$ cat src/rtl/onchip_mem_pkg.sv
// Shared widths and requester identifiers for the on-chip RAM arbiter.
package onchip_mem_pkg;
  localparam int ADDR_W = 13;
  localparam int DATA_W = 32;
  localparam int BE_W   = DATA_W / 8;

  typedef logic req_idx_t;

  localparam req_idx_t REQ_CPU = 1'b0;
  localparam req_idx_t REQ_DMA = 1'b1;
endpackage

$ cat src/rtl/rr_arbiter2.sv
// Two-way round-robin arbiter: combinational grant, last winner registered.
module rr_arbiter2
  import onchip_mem_pkg::*;
(
  input  logic       clk,
  input  logic       reset,
  input  logic [1:0] req,
  input  logic       advance,
  output logic [1:0] gnt,
  output req_idx_t   gnt_idx
);

  req_idx_t last_grant;

  always_comb begin
    gnt_idx = REQ_CPU;
    gnt     = 2'b00;
    case (req)
      2'b01:   gnt_idx = REQ_CPU;
      2'b10:   gnt_idx = REQ_DMA;
      2'b11:   gnt_idx = (last_grant == REQ_CPU) ? REQ_DMA : REQ_CPU;
      default: gnt_idx = REQ_CPU;
    endcase
    if (|req) gnt = (gnt_idx == REQ_DMA) ? 2'b10 : 2'b01;
  end

  // Reset to the DMA side so the CPU wins the first contended cycle.
  always_ff @(posedge clk) begin
    if (reset)        last_grant <= REQ_DMA;
    else if (advance) last_grant <= gnt_idx;
  end

endmodule

$ cat src/rtl/onchip_memory2_arbiter.sv
// Shares the single-port on-chip RAM between the Nios II data master and the
// CAN DMA; one access per cycle, read data returned one cycle after accept.
module onchip_memory2_arbiter #(
  parameter int ADDR_W = onchip_mem_pkg::ADDR_W,
  parameter int DATA_W = onchip_mem_pkg::DATA_W,
  parameter int BE_W   = onchip_mem_pkg::BE_W
) (
  input  logic              clk,
  input  logic              reset,
  input  logic [ADDR_W-1:0] r0_address,
  input  logic [BE_W-1:0]   r0_byteenable,
  input  logic              r0_read,
  input  logic              r0_write,
  input  logic [DATA_W-1:0] r0_writedata,
  output logic              r0_waitrequest,
  output logic [DATA_W-1:0] r0_readdata,
  output logic              r0_readdatavalid,
  input  logic [ADDR_W-1:0] r1_address,
  input  logic [BE_W-1:0]   r1_byteenable,
  input  logic              r1_read,
  input  logic              r1_write,
  input  logic [DATA_W-1:0] r1_writedata,
  output logic              r1_waitrequest,
  output logic [DATA_W-1:0] r1_readdata,
  output logic              r1_readdatavalid,
  output logic [ADDR_W-1:0] mem_address,
  output logic [BE_W-1:0]   mem_byteenable,
  output logic              mem_chipselect,
  output logic              mem_write,
  output logic [DATA_W-1:0] mem_writedata,
  output logic              mem_clken,
  input  logic [DATA_W-1:0] mem_readdata,
  output logic              err_rw
);

  import onchip_mem_pkg::*;

  logic [1:0] req;
  logic [1:0] gnt;
  req_idx_t   gnt_idx;
  logic       issue_read;
  logic       rd_pending;
  req_idx_t   rd_owner;

  assign req = {r1_read | r1_write, r0_read | r0_write} & {2{~reset}};

  rr_arbiter2 u_arb (
    .clk     (clk),
    .reset   (reset),
    .req     (req),
    .advance (|req),
    .gnt     (gnt),
    .gnt_idx (gnt_idx)
  );

  // Idle cycles present requester 0's fields so the RAM inputs stay deterministic.
  always_comb begin
    mem_address    = r0_address;
    mem_byteenable = r0_byteenable;
    mem_writedata  = r0_writedata;
    mem_write      = 1'b0;
    issue_read     = 1'b0;
    if (gnt[1]) begin
      mem_address    = r1_address;
      mem_byteenable = r1_byteenable;
      mem_writedata  = r1_writedata;
      mem_write      = r1_write;
      issue_read     = r1_read & ~r1_write;
    end else if (gnt[0]) begin
      mem_write      = r0_write;
      issue_read     = r0_read & ~r0_write;
    end
  end

  assign mem_chipselect = |gnt;
  assign mem_clken      = ~reset;
  assign r0_waitrequest = ~gnt[0];
  assign r1_waitrequest = ~gnt[1];

  always_ff @(posedge clk) begin
    if (reset) begin
      rd_pending <= 1'b0;
      rd_owner   <= REQ_CPU;
      err_rw     <= 1'b0;
    end else begin
      rd_pending <= issue_read;
      if (issue_read) rd_owner <= gnt_idx;
      if ((r0_read & r0_write) | (r1_read & r1_write)) err_rw <= 1'b1;
    end
  end

  assign r0_readdata      = mem_readdata;
  assign r1_readdata      = mem_readdata;
  assign r0_readdatavalid = rd_pending & ~reset & (rd_owner == REQ_CPU);
  assign r1_readdatavalid = rd_pending & ~reset & (rd_owner == REQ_DMA);

endmodule

$ cat config.mk
export PLATFORM = sky130hd
export DESIGN_NAME = onchip_memory2_arbiter
export DESIGN_NICKNAME = d
export VERILOG_FILES = /design/src/rtl/onchip_mem_pkg.sv /design/src/rtl/rr_arbiter2.sv /design/src/rtl/onchip_memory2_arbiter.sv
export SDC_FILE = /design/constraint.sdc
export NUM_CORES = 1
export LEC_CHECK = 0
export ABC_CLOCK_PERIOD_IN_PS = 1500
export CELL_PAD_IN_SITES_DETAIL_PLACEMENT = 0
export CELL_PAD_IN_SITES_GLOBAL_PLACEMENT = 2
export CORE_UTILIZATION = 10
export CTS_CLUSTER_DIAMETER = 150
export DETAILED_ROUTE_END_ITERATION = 12
export PLACE_DENSITY = 0.93
export SLEW_MARGIN = 20
export SYNTH_ARGS = -nofsm -noshare
export SYNTH_HDL_FRONTEND = slang
export SYNTH_SLANG_ARGS = --single-unit
$ cat constraint.sdc
create_clock -name clk -period 1.5 [get_ports clk]
set_clock_uncertainty 0.1 [all_clocks]
set_input_delay 0.3 -clock clk [delete_from_list [all_inputs] [get_ports clk]]
set_output_delay 0.3 -clock clk [all_outputs]
set_load 0.1 [all_outputs]
==> impl_results.md, run 1 <==
- Outcome: finished, violations left
- Failing checks: setup timing
- Remaining design rule violation count: 0
- Floorplan die area: 15200 um2
- Switching power total: 1.33 mW
- Startpoint of the worst hold path: reset
- Start-to-end type of the worst setup path: reg -> out
- Clock share of power: 0.147
- Normalized max-slew margin: 0.820
- Combinational cell fraction of total power: 0.808
- Ant. Diodes: 0
- Setup repair after global routing missed its margin: yes
- Highest layer used for signal routing: met4
- Pre-CTS WS: -899 ps
- Actual transition at the worst max-transition pin: 269 ps
- Die X: 123 um
- Leakage component of the power: 1.66 nW
- Final core occ: 0.258
- Buffers added on ports: 160
- Inserted Clock Buffers: 3
- Fillers: 1443
- Share of cells above drive strength 1: 0.556
- Routed length on met3: 700 um
- Seq cells post-synth: 4
- Proportion of total power due to net switching: 0.478
- Final cell count without fillers: 443
- Hold violation total from the final report: 0
- Routed length per placed instance: 13.1 um
- Required @ worst endpoint: 1100 ps
- Mapped cell area: 1470 um2
- TritonCTS clock tree: done
- Number of sinks driven by the clock tree: 4
- Max frequency: 477 MHz
- Kind of capture point of the worst setup path: output pin
- Largest net degree at the start of global routing: 10
- First-pass GRT wire length: 7820 um
- Total congestion overflow: 0
- Kind of start point of the critical path: register
- Clock-pin transition on the worst setup and hold timing paths: 30 ps
- Number of placed instances with taps included: 435
- Routed metal-1 wire length: 1840 um
- Maximum clock path buffer count: 2
- Startpoint of the worst setup timing path: u_arb.last_grant$_SDFFE_PP1N_
- Final TNS setup: -29700 ps
- Skew-Pair Late Insertion Delay: 220 ps
- Count of cell types in the netlist: 21
- Worst ir drop on vdd: 0.297 mV
- Average via count per standard cell: 3.20
- Starting utilization of the core area: 0.102
- Total design power: 2.78 mW
- Cells after synthesis: 145
- Max-slew violation total from the final report: 0
- Std-Cell Rows: 44
- H-tree lvl count: 1
- Total Wirelength: 5820 um
- Data arrival time of the worst path: 1700 ps
- Mapped Nets: 281
- Number of nets still failing antenna checks after routing: 0
- Internal cell power: 1.45 mW
- DR WL met2: 3240 um
- Vias in the first global route: 1489
- Worst Slack Setup Final: -595 ps
- Die height: 123 um
- Sequential share of the synthesized area: 0.0543
- Path class of the lowest-slack min-delay path: in -> reg
- DRT iter0 DRCs: 49
- Maximum fanout count along the critical path: 8
- YS warnings: 0
- HPWL reported at the end of detailed placement: 4900 um
- Final clock period utilization by the worst path: 1.40
- Standard cell core area: 14500 um2
- RD Place Congestion: 0.703
- Leading cell type in the layout, fill and taps excluded: sky130_fd_sc_hd__clkdlybuf4s50_1
- Buffer cell driving the clock tree root: sky130_fd_sc_hd__clkbuf_16
- Syn Area/Cell: 10.2 um2
- Post-layout net count: 397
- Final min period: 2100 ps
- Final count of negative-setup-slack endpoints: 52
- Total number of vias: 1419
- Cell area power density: 744 nW/um2
- Most frequent cells in the layout: 98 x sky130_fd_sc_hd__clkdlybuf4s50_1, 59 x sky130_fd_sc_hd__buf_12, 49 x sky130_fd_sc_hd__mux2_4
- Startpoint of the most critical register-to-register path: u_arb.last_grant$_SDFFE_PP1N_
- Number of antenna violations at the first check in global routing: 0
- All-Layer GR Usage: 0.0677
- Top-level port count: 257
- Total of max-cap violations: 0
- First-pass iteration count of the detailed router: 4
- Sequential fraction of design power: 0.044
- Area grow syn2layout: 153%
synth_stat cells:
| cell type | number | area (um2) |
|---|---|---|
| sky130_fd_sc_hd__nor2b_1 | 1 | 6.26 |
| sky130_fd_sc_hd__o21ai_0 | 2 | 10.0 |
| sky130_fd_sc_hd__inv_1 | 3 | 11.3 |
| sky130_fd_sc_hd__buf_6 | 5 | 56.3 |
| sky130_fd_sc_hd__o21a_1 | 1 | 7.51 |
| sky130_fd_sc_hd__nor2_1 | 3 | 11.3 |
| sky130_fd_sc_hd__nor3_2 | 1 | 10.0 |
| sky130_fd_sc_hd__a221oi_1 | 1 | 8.76 |
| sky130_fd_sc_hd__dfxtp_1 | 4 | 80.1 |
| sky130_fd_sc_hd__and3_1 | 2 | 12.5 |
| sky130_fd_sc_hd__mux2_4 | 46 | 691 |
| sky130_fd_sc_hd__o21bai_1 | 1 | 7.51 |
| sky130_fd_sc_hd__a211o_1 | 1 | 8.76 |
| sky130_fd_sc_hd__nand3_1 | 1 | 5.00 |
| sky130_fd_sc_hd__nand2_1 | 2 | 7.51 |
| sky130_fd_sc_hd__buf_4 | 64 | 480 |
| sky130_fd_sc_hd__mux2_2 | 3 | 33.8 |
| sky130_fd_sc_hd__o211ai_1 | 1 | 7.51 |
| sky130_fd_sc_hd__a21oi_1 | 1 | 5.00 |
| sky130_fd_sc_hd__inv_2 | 1 | 3.75 |
| sky130_fd_sc_hd__a32o_1 | 1 | 10.0 |
final timing paths:
path,slack [ps],depth (start not counted),to
max,-600,6,mem_byteenable[3]
min,330,3,err_rw$_SDFFE_PP0P_
max reg2reg,190,5,rd_owner$_SDFFE_PP0P_
min reg2reg,460,2,err_rw$_SDFFE_PP0P_
critical path, cell delays in order (launching register included):
cell                      delay, ps
sky130_fd_sc_hd__dfxtp_2        310
sky130_fd_sc_hd__o21a_1         130
sky130_fd_sc_hd__nor3_4         220
sky130_fd_sc_hd__inv_6          140
sky130_fd_sc_hd__buf_16         180
sky130_fd_sc_hd__mux2_4         310
sky130_fd_sc_hd__buf_12         170
cell families (layout without fill, tap and decap cells):
family	count (synthesis)	after routing	share of synthesized area
buf+inv	73	187	0.374
simple gates	10	10	0.0357
flops	4	4	0.0543
mux	49	49	0.492
compound gates	9	9	0.0441
state kept, by name (all words and copies together), names as in the netlist:
| name | cells |
|---|---|
| u_arb.last_grant | 1 |
| rd_owner | 1 |
| rd_pending | 1 |
| err_rw | 1 |
routing by layer:
layer,up-vias,track usage
met5,-,0
met4,0,0.0151
met3,8,0.0304
met2,88,0.132
met1,662,0.0642
li1,661,-
power groups by stage:
stage                     clock (mW)  combinational (mW)  sequential [mW]
after global routing           0.437                2.31            0.124
after global placement             0                2.17            0.125
after detailed placement           0                2.18            0.125
after floorplan                    0                2.07            0.138
final                          0.410                2.25            0.123
after CTS                      0.420                2.26            0.124
layout make-up:
class / instances / area (um2) / area share
clock buffers: 3 / 75.1 / 0.0201
inverters: 4 / 23.8 / 0.00636
multi-input cells: 68 / 902 / 0.241
flip-flops and latches: 4 / 81.3 / 0.0218
well taps: 184 / 230 / 0.0616
repair buffers: 180 / 2420 / 0.649
per-stage QoR:
stage / hold slack, ps / area [um2]
global route: 329 / 3740
global placement: 416 / 3510
floorplan: 272 / 1520
detailed placement: 424 / 3510
finish: 328 / 3740
CTS: 323 / 3740
what timing repair did:
item | 4_1_cts | 5_1_grt
gates resized for setup | 36 | 2
endpoints found under the setup margin | 57 | 53
setup buffers | 1 | 0
pin swaps | 5 | 1
hold buffers | 0 | 0
cloned | 4 | 0
No activity file was read; power rests on OpenSTA's default activity.
==> inputs of run 2 (changes only) <==
--- a/constraint.sdc
+++ b/constraint.sdc
@@ -3,3 +3,3 @@
 set_input_delay 0.3 -clock clk [delete_from_list [all_inputs] [get_ports clk]]
 set_output_delay 0.3 -clock clk [all_outputs]
-set_load 0.1 [all_outputs]
+set_load 0.02 [all_outputs]
==> impl_results.md, run 2 (synthesis gave the netlist of run 1 again) <==
- Outcome: finished, violations left
- Failing checks: setup timing
- Leakage component of the power: 1.51 nW
- Number of buffers and inverters on the critical path: 3
- Slowest cell on the critical path: sky130_fd_sc_hd__dfxtp_2
- Start-to-end type of the worst setup path: reg -> out
- Number of sinks driven by the clock tree: 4
- Cell area power density: 522 nW/um2
- Leading cell type in the layout, fill and taps excluded: sky130_fd_sc_hd__clkdlybuf4s50_1
- Number of cells traversed by the worst register-to-register path: 5
- First-pass GRT wire length: 7600 um
- Skew-Pair Late Insertion Delay: 220 ps
- Internal reg-to-reg setup slack: 230 ps
- H-tree lvl count: 1
- Normalized max-slew margin: 0.836
- All-Layer GR Usage: 0.0692
- Setup repair after global routing missed its margin: yes
- Total Wirelength: 6080 um
- Number of nets still failing antenna checks after routing: 0
- Kind of start point of the critical path: register
- Die height: 123 um
- Buffer cell driving the clock tree root: sky130_fd_sc_hd__clkbuf_16
- Post-layout instance area: 3250 um2
- Vias in the first global route: 1481
- Std-Cell Rows: 44
- Buffers added on ports: 160
- Startpoint of the worst setup timing path: u_arb.last_grant$_SDFFE_PP1N_
- Number of antenna violations at the first check in global routing: 0
- Max frequency: 465 MHz
- Average via count per standard cell: 3.25
- Top-level port count: 257
- First-pass iteration count of the detailed router: 4
- Maximum fanout count along the critical path: 8
- Area grow syn2layout: 120%
- Max incr delay on CP: 310 ps
- Ant. Diodes: 0
- Kind of capture point of the worst setup path: output pin
- Max-slew violation total from the final report: 0
- Number of stages on the worst setup path: 6
- Capturing element of the worst setup path: mem_address[7]
- RD Place Congestion: 0.827
- Total number of vias: 1461
- Ordered list of cells on the worst path: o21a_1 -> nor3_4 -> inv_6 -> bufbuf_16 -> mux2_4 -> buf_2
- Maximum clock path buffer count: 2
- DRT iter0 DRCs: 35
- Data arrival time of the worst path: 1750 ps
- Share of cells above drive strength 1: 0.560
- TritonCTS clock tree: done
- Worst ir drop on vdd: 0.300 mV
- Worst Slack Setup Final: -650 ps
- Die X: 123 um
- Routed length per placed instance: 13.5 um
- Final clock period utilization by the worst path: 1.43
- Hold buffer count at CTS: 0
- Largest net degree at the start of global routing: 10
- Fin Hold WS: 351 ps
- Actual transition at the worst max-transition pin: 246 ps
- HPWL reported at the end of detailed placement: 4920 um
- Path class of the lowest-slack min-delay path: in -> reg
- Total congestion overflow: 0
- Clock-pin transition on the worst setup and hold timing paths: 30 ps
- Standard cell core area: 14500 um2
- Post-layout net count: 404
- Final min period: 2150 ps
- Category of cells accounting for the largest share of critical-path delay: buffers and inverters
- Floorplan die area: 15200 um2
- Final count of negative-setup-slack endpoints: 55
- Starting utilization of the core area: 0.102
- Placement-stage cell area: 2900 um2
- Hold violation total from the final report: 0
- Inserted Clock Buffers: 3
- Startpoint of the most critical register-to-register path: u_arb.last_grant$_SDFFE_PP1N_
- Most frequent cells in the layout: 98 x sky130_fd_sc_hd__clkdlybuf4s50_1, 47 x sky130_fd_sc_hd__mux2_4, 41 x sky130_fd_sc_hd__buf_6
- Required @ worst endpoint: 1100 ps
- Remaining design rule violation count: 0
- Destination of the worst register-to-register timing path: rd_owner$_SDFFE_PP0P_
- Total of max-cap violations: 0
run 2: power by group:
part	total, mW	leakage [nW]	internal (mW)	switching, mW
logic	1.17	1.44	0.741	0.427
clock network	0.406	0.0370	0.340	0.0662
registers	0.122	0.0331	0.117	0.00485
run 2: repair_timing:
| action | 4_1_cts | 5_1_grt |
|---|---|---|
| buffers inserted | 5 | 0 |
| pin swaps | 3 | 0 |
| endpoints found under the setup margin | 57 | 55 |
| endpoints found under the hold margin | 0 | 0 |
| resized for setup | 315 | 0 |
| cloned | 5 | 0 |
run 2: per-layer routing:
metal / track usage / share of wire
met1: 0.0499 / 0.29
met2: 0.152 / 0.56
met3: 0.0281 / 0.13
met4: 0.0256 / 0.019
met5: 0 / 0
run 2: worst min-delay path by stage:
stage | start | endpoint | slack [ps] | cells after the start
after detailed placement | err_rw$_SDFFE_PP0P_ | err_rw$_SDFFE_PP0P_ | 420 | 2
after global placement | err_rw$_SDFFE_PP0P_ | err_rw$_SDFFE_PP0P_ | 390 | 2
after CTS | r1_write | rd_owner$_SDFFE_PP0P_ | 360 | 3
after global routing | r1_write | rd_owner$_SDFFE_PP0P_ | 370 | 3
after floorplan | reset | err_rw$_SDFFE_PP0P_ | 270 | 1
final | r1_write | rd_owner$_SDFFE_PP0P_ | 350 | 3
run 2: cell type report:
type                       count  area [um2]
tap                          184         230
sequential                     4        81.3
fill                        1550       11200
clock buffer                   3        75.1
inverter                       4        22.5
timing repair buffer         187        1950
multi-input combinational     68         887
run 2: stage by stage:
stage | setup WS [ps] | setup TNS (ps) | total power, mW | util | instances
final | -650 | -29660 | 1.70 | 0.224 | 450
after global routing | -724 | -33520 | 1.78 | 0.224 | 450
after CTS | -648 | -29710 | 1.72 | 0.224 | 450
after detailed placement | -1210 | -62700 | 1.17 | 0.200 | 437
after global placement | -1200 | -62090 | 1.16 | 0.200 | 437
after floorplan | -186 | -8720 | 0.838 | - | 145
run 2: worst register-to-register path, cell delays in order, from the launching register on:
cell and delay [ps]:
sky130_fd_sc_hd__dfxtp_2 310, sky130_fd_sc_hd__o21a_1 140, sky130_fd_sc_hd__nor3_4 220, sky130_fd_sc_hd__inv_6 120, sky130_fd_sc_hd__buf_4 170, sky130_fd_sc_hd__o21ai_0 130
